`src/rtl/conv_seq_ctrl.sv`:
```
// conv_seq_ctrl
//   Sequencer for a 3x3x3 convolution datapath. It streams a kernel bank
//   (27 signed bytes) and an 8x8 input tile (64 signed bytes) from a
//   valid/ready byte input into registered buses. It then waits COMPUTE_CYC
//   cycles for the external combinational datapath and captures its 6x6x3
//   result. Finally it drains the 108 result bytes through a valid/ready
//   byte output.
//
//   Parameter
//     COMPUTE_CYC  settle cycles between the last data byte and capture (1..15)
//   Ports
//     clk, rst_n              clock, asynchronous active-low reset
//     in_valid/in_data/in_ready   byte input stream (weights, then data)
//     w_reload                force a weight reload on the next frame
//     weight_lin, data_lin    registered kernel bank / input tile to datapath
//     conv_lin                combinational result from datapath
//     out_valid/out_data/out_ready byte output stream (108 result bytes)
//     busy                    low only when idle in LOAD_W with no bytes taken
//     frame_done              one-cycle pulse after the last output transfer
//
//   Build option
//     CONV_SEQ_WKEEP_EN  retain weights across frames; reload only on w_reload
module conv_seq_ctrl #(
    parameter int unsigned COMPUTE_CYC = 1
) (
    input  logic         clk,
    input  logic         rst_n,
    input  logic         in_valid,
    input  logic [7:0]   in_data,
    output logic         in_ready,
    input  logic         w_reload,
    output logic [215:0] weight_lin,
    output logic [511:0] data_lin,
    input  logic [863:0] conv_lin,
    output logic         out_valid,
    output logic [7:0]   out_data,
    input  logic         out_ready,
    output logic         busy,
    output logic         frame_done
);

    typedef enum logic [2:0] {
        LOAD_W,
        LOAD_D,
        COMPUTE,
        CAPTURE,
        DRAIN
    } state_t;

    localparam logic [3:0] WAIT_INIT = 4'(COMPUTE_CYC - 1);

    state_t            state, state_nxt;
    logic [6:0]        cnt, cnt_nxt;
    logic [3:0]        wcnt, wcnt_nxt;
    logic              frame_done_nxt;
    logic [26:0][7:0]  w_r;
    logic [63:0][7:0]  d_r;
    logic [107:0][7:0] res_r;
    logic              in_xfer;
    logic              out_xfer;
    logic              skip_w;

`ifdef CONV_SEQ_WKEEP_EN
    logic w_valid;

    always_ff @(posedge clk or negedge rst_n) begin
        if (!rst_n) begin
            w_valid <= 1'b0;
        end else if (state == LOAD_W && in_xfer && cnt == 7'd26) begin
            w_valid <= 1'b1;
        end
    end

    assign skip_w = w_valid && !w_reload;
`else
    logic unused_w_reload;

    assign unused_w_reload = w_reload;
    assign skip_w          = 1'b0;
`endif

    // Gated by rst_n so the port reads not-ready while reset is held, even
    // though the state register already sits at LOAD_W.
    assign in_ready = rst_n && (state == LOAD_W || state == LOAD_D);

    // The frame_done cycle is spent in DRAIN with the output closed; that is
    // the cycle in which w_reload chooses the next frame's entry state.
    assign out_valid  = (state == DRAIN) && !frame_done;
    assign out_data   = out_valid ? res_r[cnt] : '0;
    assign in_xfer    = in_valid && in_ready;
    assign out_xfer   = out_valid && out_ready;
    assign busy       = !(state == LOAD_W && cnt == '0);
    assign weight_lin = w_r;
    assign data_lin   = d_r;

    always_comb begin
        state_nxt      = state;
        cnt_nxt        = cnt;
        wcnt_nxt       = wcnt;
        frame_done_nxt = 1'b0;
        case (state)
            LOAD_W: begin
                if (in_xfer) begin
                    if (cnt == 7'd26) begin
                        cnt_nxt   = '0;
                        state_nxt = LOAD_D;
                    end else begin
                        cnt_nxt = cnt + 7'd1;
                    end
                end
            end
            LOAD_D: begin
                if (in_xfer) begin
                    if (cnt == 7'd63) begin
                        cnt_nxt   = '0;
                        wcnt_nxt  = WAIT_INIT;
                        state_nxt = COMPUTE;
                    end else begin
                        cnt_nxt = cnt + 7'd1;
                    end
                end
            end
            COMPUTE: begin
                if (wcnt == '0) begin
                    state_nxt = CAPTURE;
                end else begin
                    wcnt_nxt = wcnt - 4'd1;
                end
            end
            CAPTURE: begin
                cnt_nxt   = '0;
                state_nxt = DRAIN;
            end
            DRAIN: begin
                if (frame_done) begin
                    state_nxt = skip_w ? LOAD_D : LOAD_W;
                end else if (out_xfer) begin
                    if (cnt == 7'd107) begin
                        cnt_nxt        = '0;
                        frame_done_nxt = 1'b1;
                    end else begin
                        cnt_nxt = cnt + 7'd1;
                    end
                end
            end
            default: begin
                cnt_nxt   = '0;
                state_nxt = LOAD_W;
            end
        endcase
    end

    always_ff @(posedge clk or negedge rst_n) begin
        if (!rst_n) begin
            state      <= LOAD_W;
            cnt        <= '0;
            wcnt       <= '0;
            frame_done <= 1'b0;
        end else begin
            state      <= state_nxt;
            cnt        <= cnt_nxt;
            wcnt       <= wcnt_nxt;
            frame_done <= frame_done_nxt;
        end
    end

    always_ff @(posedge clk or negedge rst_n) begin
        if (!rst_n) begin
            w_r   <= '0;
            d_r   <= '0;
            res_r <= '0;
        end else begin
            if (state == LOAD_W && in_xfer) begin
                w_r[cnt[4:0]] <= in_data;
            end
            if (state == LOAD_D && in_xfer) begin
                d_r[cnt[5:0]] <= in_data;
            end
            if (state == CAPTURE) begin
                res_r <= conv_lin;
            end
        end
    end

endmodule
```
`config.mk`:
```
export PLATFORM = sky130hd
export DESIGN_NAME = conv_seq_ctrl
export DESIGN_NICKNAME = d
export VERILOG_FILES = /design/src/rtl/conv_seq_ctrl.sv
export SDC_FILE = /design/constraint.sdc
export NUM_CORES = 2
export LEC_CHECK = 0
export ABC_AREA = 1
export BUFFER_PORTS_ARGS = -buffer_cell sky130_fd_sc_hd__buf_4
export CAP_MARGIN = 20
export CORE_AREA = 2 2 630 632
export DETAILED_ROUTE_END_ITERATION = 10
export DIE_AREA = 0 0 632 634
export GPL_TIMING_DRIVEN = 0
export PLACE_DENSITY = 0.44
export SLEW_MARGIN = 20
export SYNTH_ARGS = -nofsm -noshare
export SYNTH_HDL_FRONTEND = slang
export SYNTH_SLANG_ARGS = --single-unit
```
`constraint.sdc`:
```
create_clock -name clk -period 2.6 [get_ports clk]
set_input_delay 0 -clock clk [delete_from_list [all_inputs] [get_ports clk]]
set_output_delay 0 -clock clk [all_outputs]
set_load 0.05 [all_outputs]
```
==> results.txt <==
----------------------------------------------------
[Synthesis]
  Library cell with the highest instance count after synthesis ... sky130_fd_sc_hd__nand2_1
  Post-synthesis instance area ... 68700 um2
  Number of warnings printed during yosys synthesis ... 0
  Proportion of netlist area held by the largest area contributor ... 58.6%
  Synthesized area divided by synthesized cell count ... 9.72 um2
  EDFF count, synth ... 0
  Post-synth ARST share ... 100%
  Top flip-flop cell by instance count after synthesis ... sky130_fd_sc_hd__dfrtp_1
  Synth Register Bits ... 1607
  Post-synthesis cell count ... 7063
  Ranking of synthesized cells by area ... sky130_fd_sc_hd__dfrtp_1 59%, sky130_fd_sc_hd__nand2_1 16%, sky130_fd_sc_hd__mux2_2 14%
  Distinct cell type count after synthesis ... 31
  Post-synthesis net count ... 7946
  Most area-hungry cell type in the Yosys netlist ... sky130_fd_sc_hd__dfrtp_1
  Synth cell count leaders ... 2920 x sky130_fd_sc_hd__nand2_1, 1607 x sky130_fd_sc_hd__dfrtp_1, 856 x sky130_fd_sc_hd__mux2_2
  Part of the Yosys area used for sequential elements ... 58.6%

[Placed design]
  Input/output buffers ... 1615
  Worst Setup Slack post-DPL ... -4.11 ns
  Cell Count Post-Placement ... 14.0k
  Placer Congestion ... 0.866
  Final HPWL DP ... 345000 um

[Floorplan]
  Number of rows in the core area ... 231
  Area of the core region ... 394000 um2
  Vertical extent of the die ... 634 um
  Chip Width ... 632 um
  Effective utilization at floorplan ... 17.4%
  Number of primary I/O pins ... 1617
  Floorplan die area ... 401000 um2

[CTS]
  Clock transition at the registers of the reported paths ... 0.06 ns
  Number of levels in the clock H-tree ... 4
  Buffers from clock root to sink, at most ... 4
  Clock tree from TritonCTS ... yes
  Number of CTS-inserted buffers ... 204
  Root buffer selected by CTS ... sky130_fd_sc_hd__clkbuf_16
  Sink Count ... 1607
  Clock latency on the worst-skew pair ... 0.94 ns

[Route]
  DRC violations left ... 0
  Violation count after the first detailed-route iteration ... 4423
  Avg Vias per Cell ... 4.12
  Met2 routed WL ... 232000 um
  Vias after detailed routing ... 66.9k
  Final WL ... 445000 um
  Length of routed met3 wiring ... 21400 um
  Routed wirelength normalized by instance count ... 27.4 um
  DRT met1 WL ... 171000 um
  Antenna viol nets, final ... 0
  Top Metal Used ... met5
  Number of iterations in the first detailed-routing pass ... 6

[Timing]
  Count of endpoints failing setup in the final report ... 1061
  Number of hold-slack violations in the final timing report ... 0
  Setup repair after global routing missed its margin ... yes
  Fmax achieved ... 280 MHz
  Worst hold margin ... 0.0341 ns
  Remaining max-slew budget at the tightest pin ... 21.1%
  Layout Skew ... 0.0487 ns
  Minimum clock period after layout ... 3.58 ns
  Worst slew pin tran ... 1.18 ns
  Final cycle utilization of the critical path ... 138%
  Crit path setup slack, layout ... -0.977 ns
  Max-slew violation count ... 0

[Power and ir drop]
  Leakage power summed over all cells ... 55.9 nW
  Internal portion of total power ... 51.4 mW
  Net switching power figure ... 29.5 mW
  Switching share of power ... 36.4%
  Sequential Power Share ... 32.4%
  Maximum VDD drop ... 0.538 mV
  Clock group share of total power ... 37.3%
  P per Cell Area ... 689 nW/um2
  Relative contribution of combinational cells to total power ... 30.3%

[Outcome]
  Violations in the final reports ... negative setup slack
  Result of the run ... complete, but fails checks

[Setup path]
  Crit Path Max Fanout ... 10
  Critical Path Sink Type ... primary output
  Worst r2r path cells ... 8
  Worst endpoint required time ... 2.60 ns
  R2R Path End ... weight_lin[93]
  Data arrival at the endpoint of the critical path ... 3.58 ns
  Kind of critical path ... flip-flop to primary output
  Register-to-Register Setup Slack ... -0.29 ns
  Startpoint type of the worst setup path ... flip-flop
  Worst R2R Start ... cnt[3]
  Crit. Startpoint ... cnt[2]

[GRT]
  Global-route wire length before repair ... 588000 um
  Number of antenna violations at the first check in global routing ... 144
  Number of global-route vias before repair ... 67.7k
  Largest net degree at the start of global routing ... 128
  Grt total ovfl ... 0
  Combined global-route utilization of all metal layers ... 21.4%

[Worst hold path]
  Worst min-delay path class ... input port to flip-flop
  Hold-critical path depth ... 3
  Start point of the worst hold path ... conv_lin[77]
  Worst-case hold path end point ... res_r[77]

[Layout]
  Number of non-filler instances in the completed layout ... 16.2k
  Final nets ... 11.6k
  Signed area change from the synthesized netlist to the final layout ... 71.2%
  Filler cells ... 41.9k
  Area taken by multi-input logic gates ... 27800 um2
  Total area of sequential cells ... 40200 um2
  Proportion of layout cells with a drive suffix above 1 ... 32.8%

[Job]
  Total of max-cap violations ... 0

----------------------------------------------------
[cell type report]
cell class / instances / share of cell area [%]
clock inverters: 78 / 0.929
inverters: 63 / 0.268
repair buffers: 3489 / 27.2
repair inverters: 1 / 0.0256
clock buffers: 286 / 4.92
well taps: 5242 / 5.58
flip-flops and latches: 1607 / 34.2
diodes: 82 / 0.175
multi-input cells: 4949 / 23.6
plain buffers: 437 / 2.99
[cells in the final DEF, fill, tap and decap left out, types with 82 or more instances in the layout]
cell | netlist | final
sky130_fd_sc_hd__a21oi_1 | 191 | 174
sky130_fd_sc_hd__buf_4 | 7 | 1678
sky130_fd_sc_hd__clkbuf_1 | 326 | 147
sky130_fd_sc_hd__clkbuf_16 | 0 | 230
sky130_fd_sc_hd__clkbuf_2 | 0 | 93
sky130_fd_sc_hd__dfrtp_1 | 1607 | 1602
sky130_fd_sc_hd__diode_2 | 0 | 82
sky130_fd_sc_hd__dlygate4sd3_1 | 0 | 1724
sky130_fd_sc_hd__mux2_2 | 856 | 856
sky130_fd_sc_hd__nand2_1 | 2920 | 2755
sky130_fd_sc_hd__nand2_2 | 2 | 123
sky130_fd_sc_hd__nor2_1 | 240 | 206
sky130_fd_sc_hd__o21ai_0 | 617 | 592
[critical path, cell delays in order (launching register included)]
cell and delay [ns]:
sky130_fd_sc_hd__dfrtp_1 0.32, sky130_fd_sc_hd__buf_2 0.27, sky130_fd_sc_hd__buf_8 0.35, sky130_fd_sc_hd__clkbuf_4 0.42
sky130_fd_sc_hd__nand2_1 0.19, sky130_fd_sc_hd__nand2_1 0.11, sky130_fd_sc_hd__nand2_1 0.08, sky130_fd_sc_hd__nand3_4 0.14
sky130_fd_sc_hd__o21bai_4 0.14, sky130_fd_sc_hd__nand2_1 0.09, sky130_fd_sc_hd__nand2_1 0.07, sky130_fd_sc_hd__nor2_2 0.18
sky130_fd_sc_hd__buf_6 0.23
[per-layer routing]
layer	up-vias	track usage, %
met4	40	8.06
met5	-	0
li1	30500	-
met3	702	3.20
met1	33500	24.7
met2	2183	39.5
[worst max-delay path by stage]
stage                          to  cells after the start
floorplan             out_data[2]                     16
detailed placement  data_lin[394]                     13
global placement       res_r[233]                      1
global route          out_data[5]                     17
CTS                   out_data[2]                     17
finish                out_data[2]                     12
[cells by family (layout without fill, tap and decap cells)]
kind of cell	count (synthesis)	after routing	synth area share [%]
and+or+nand+nor	3258	3258	18.2
DFF	1607	1607	58.6
muxes	856	856	14.0
AOI/OAI and AO/OA	825	825	6.07
buffers and inverters	507	4354	2.96
adders and majority gates	6	6	0.109
xor gates and xnor gates	4	4	0.0510
other	0	82	0
[per-stage QoR]
step / TNS, ns / util [%] / total power, mW / cell area (um2)
CTS: -463.81 / 29.4 / 81.4 / 116000
global route: -440.25 / 29.8 / 84.1 / 117000
detailed placement: -2545.06 / 22.4 / 46.1 / 88300
floorplan: 0 / - / 33.8 / 68700
global placement: - / 22.2 / 45.7 / 87300
finish: -261.81 / 29.8 / 80.9 / 118000
[power groups by stage]
stage	logic, mW	clock network [mW]	registers [mW]
global placement	19.0	0	26.6
detailed placement	19.5	0	26.6
CTS	24.3	30.9	26.2
global route	25.9	31.8	26.3
floorplan	7.35	0	26.5
finish	24.5	30.1	26.2
[registers in the layout, indices dropped and copies added (netlist names)]
signal,count
data_lin,512
state,3
weight_lin,216
cnt,7
frame_done,1
res_r,864
wcnt,4
[timing repair]
action                     in CTS  in global routing
pin swaps                      30                 48
hold buffers                 1726                  4
setup endpoints to repair    1523               1298
hold endpoints to repair     1796                694
resized for setup             695                385
setup buffers                  44                 37
gates cloned                   17                 13
No activity file was read; power rests on OpenSTA's default activity.
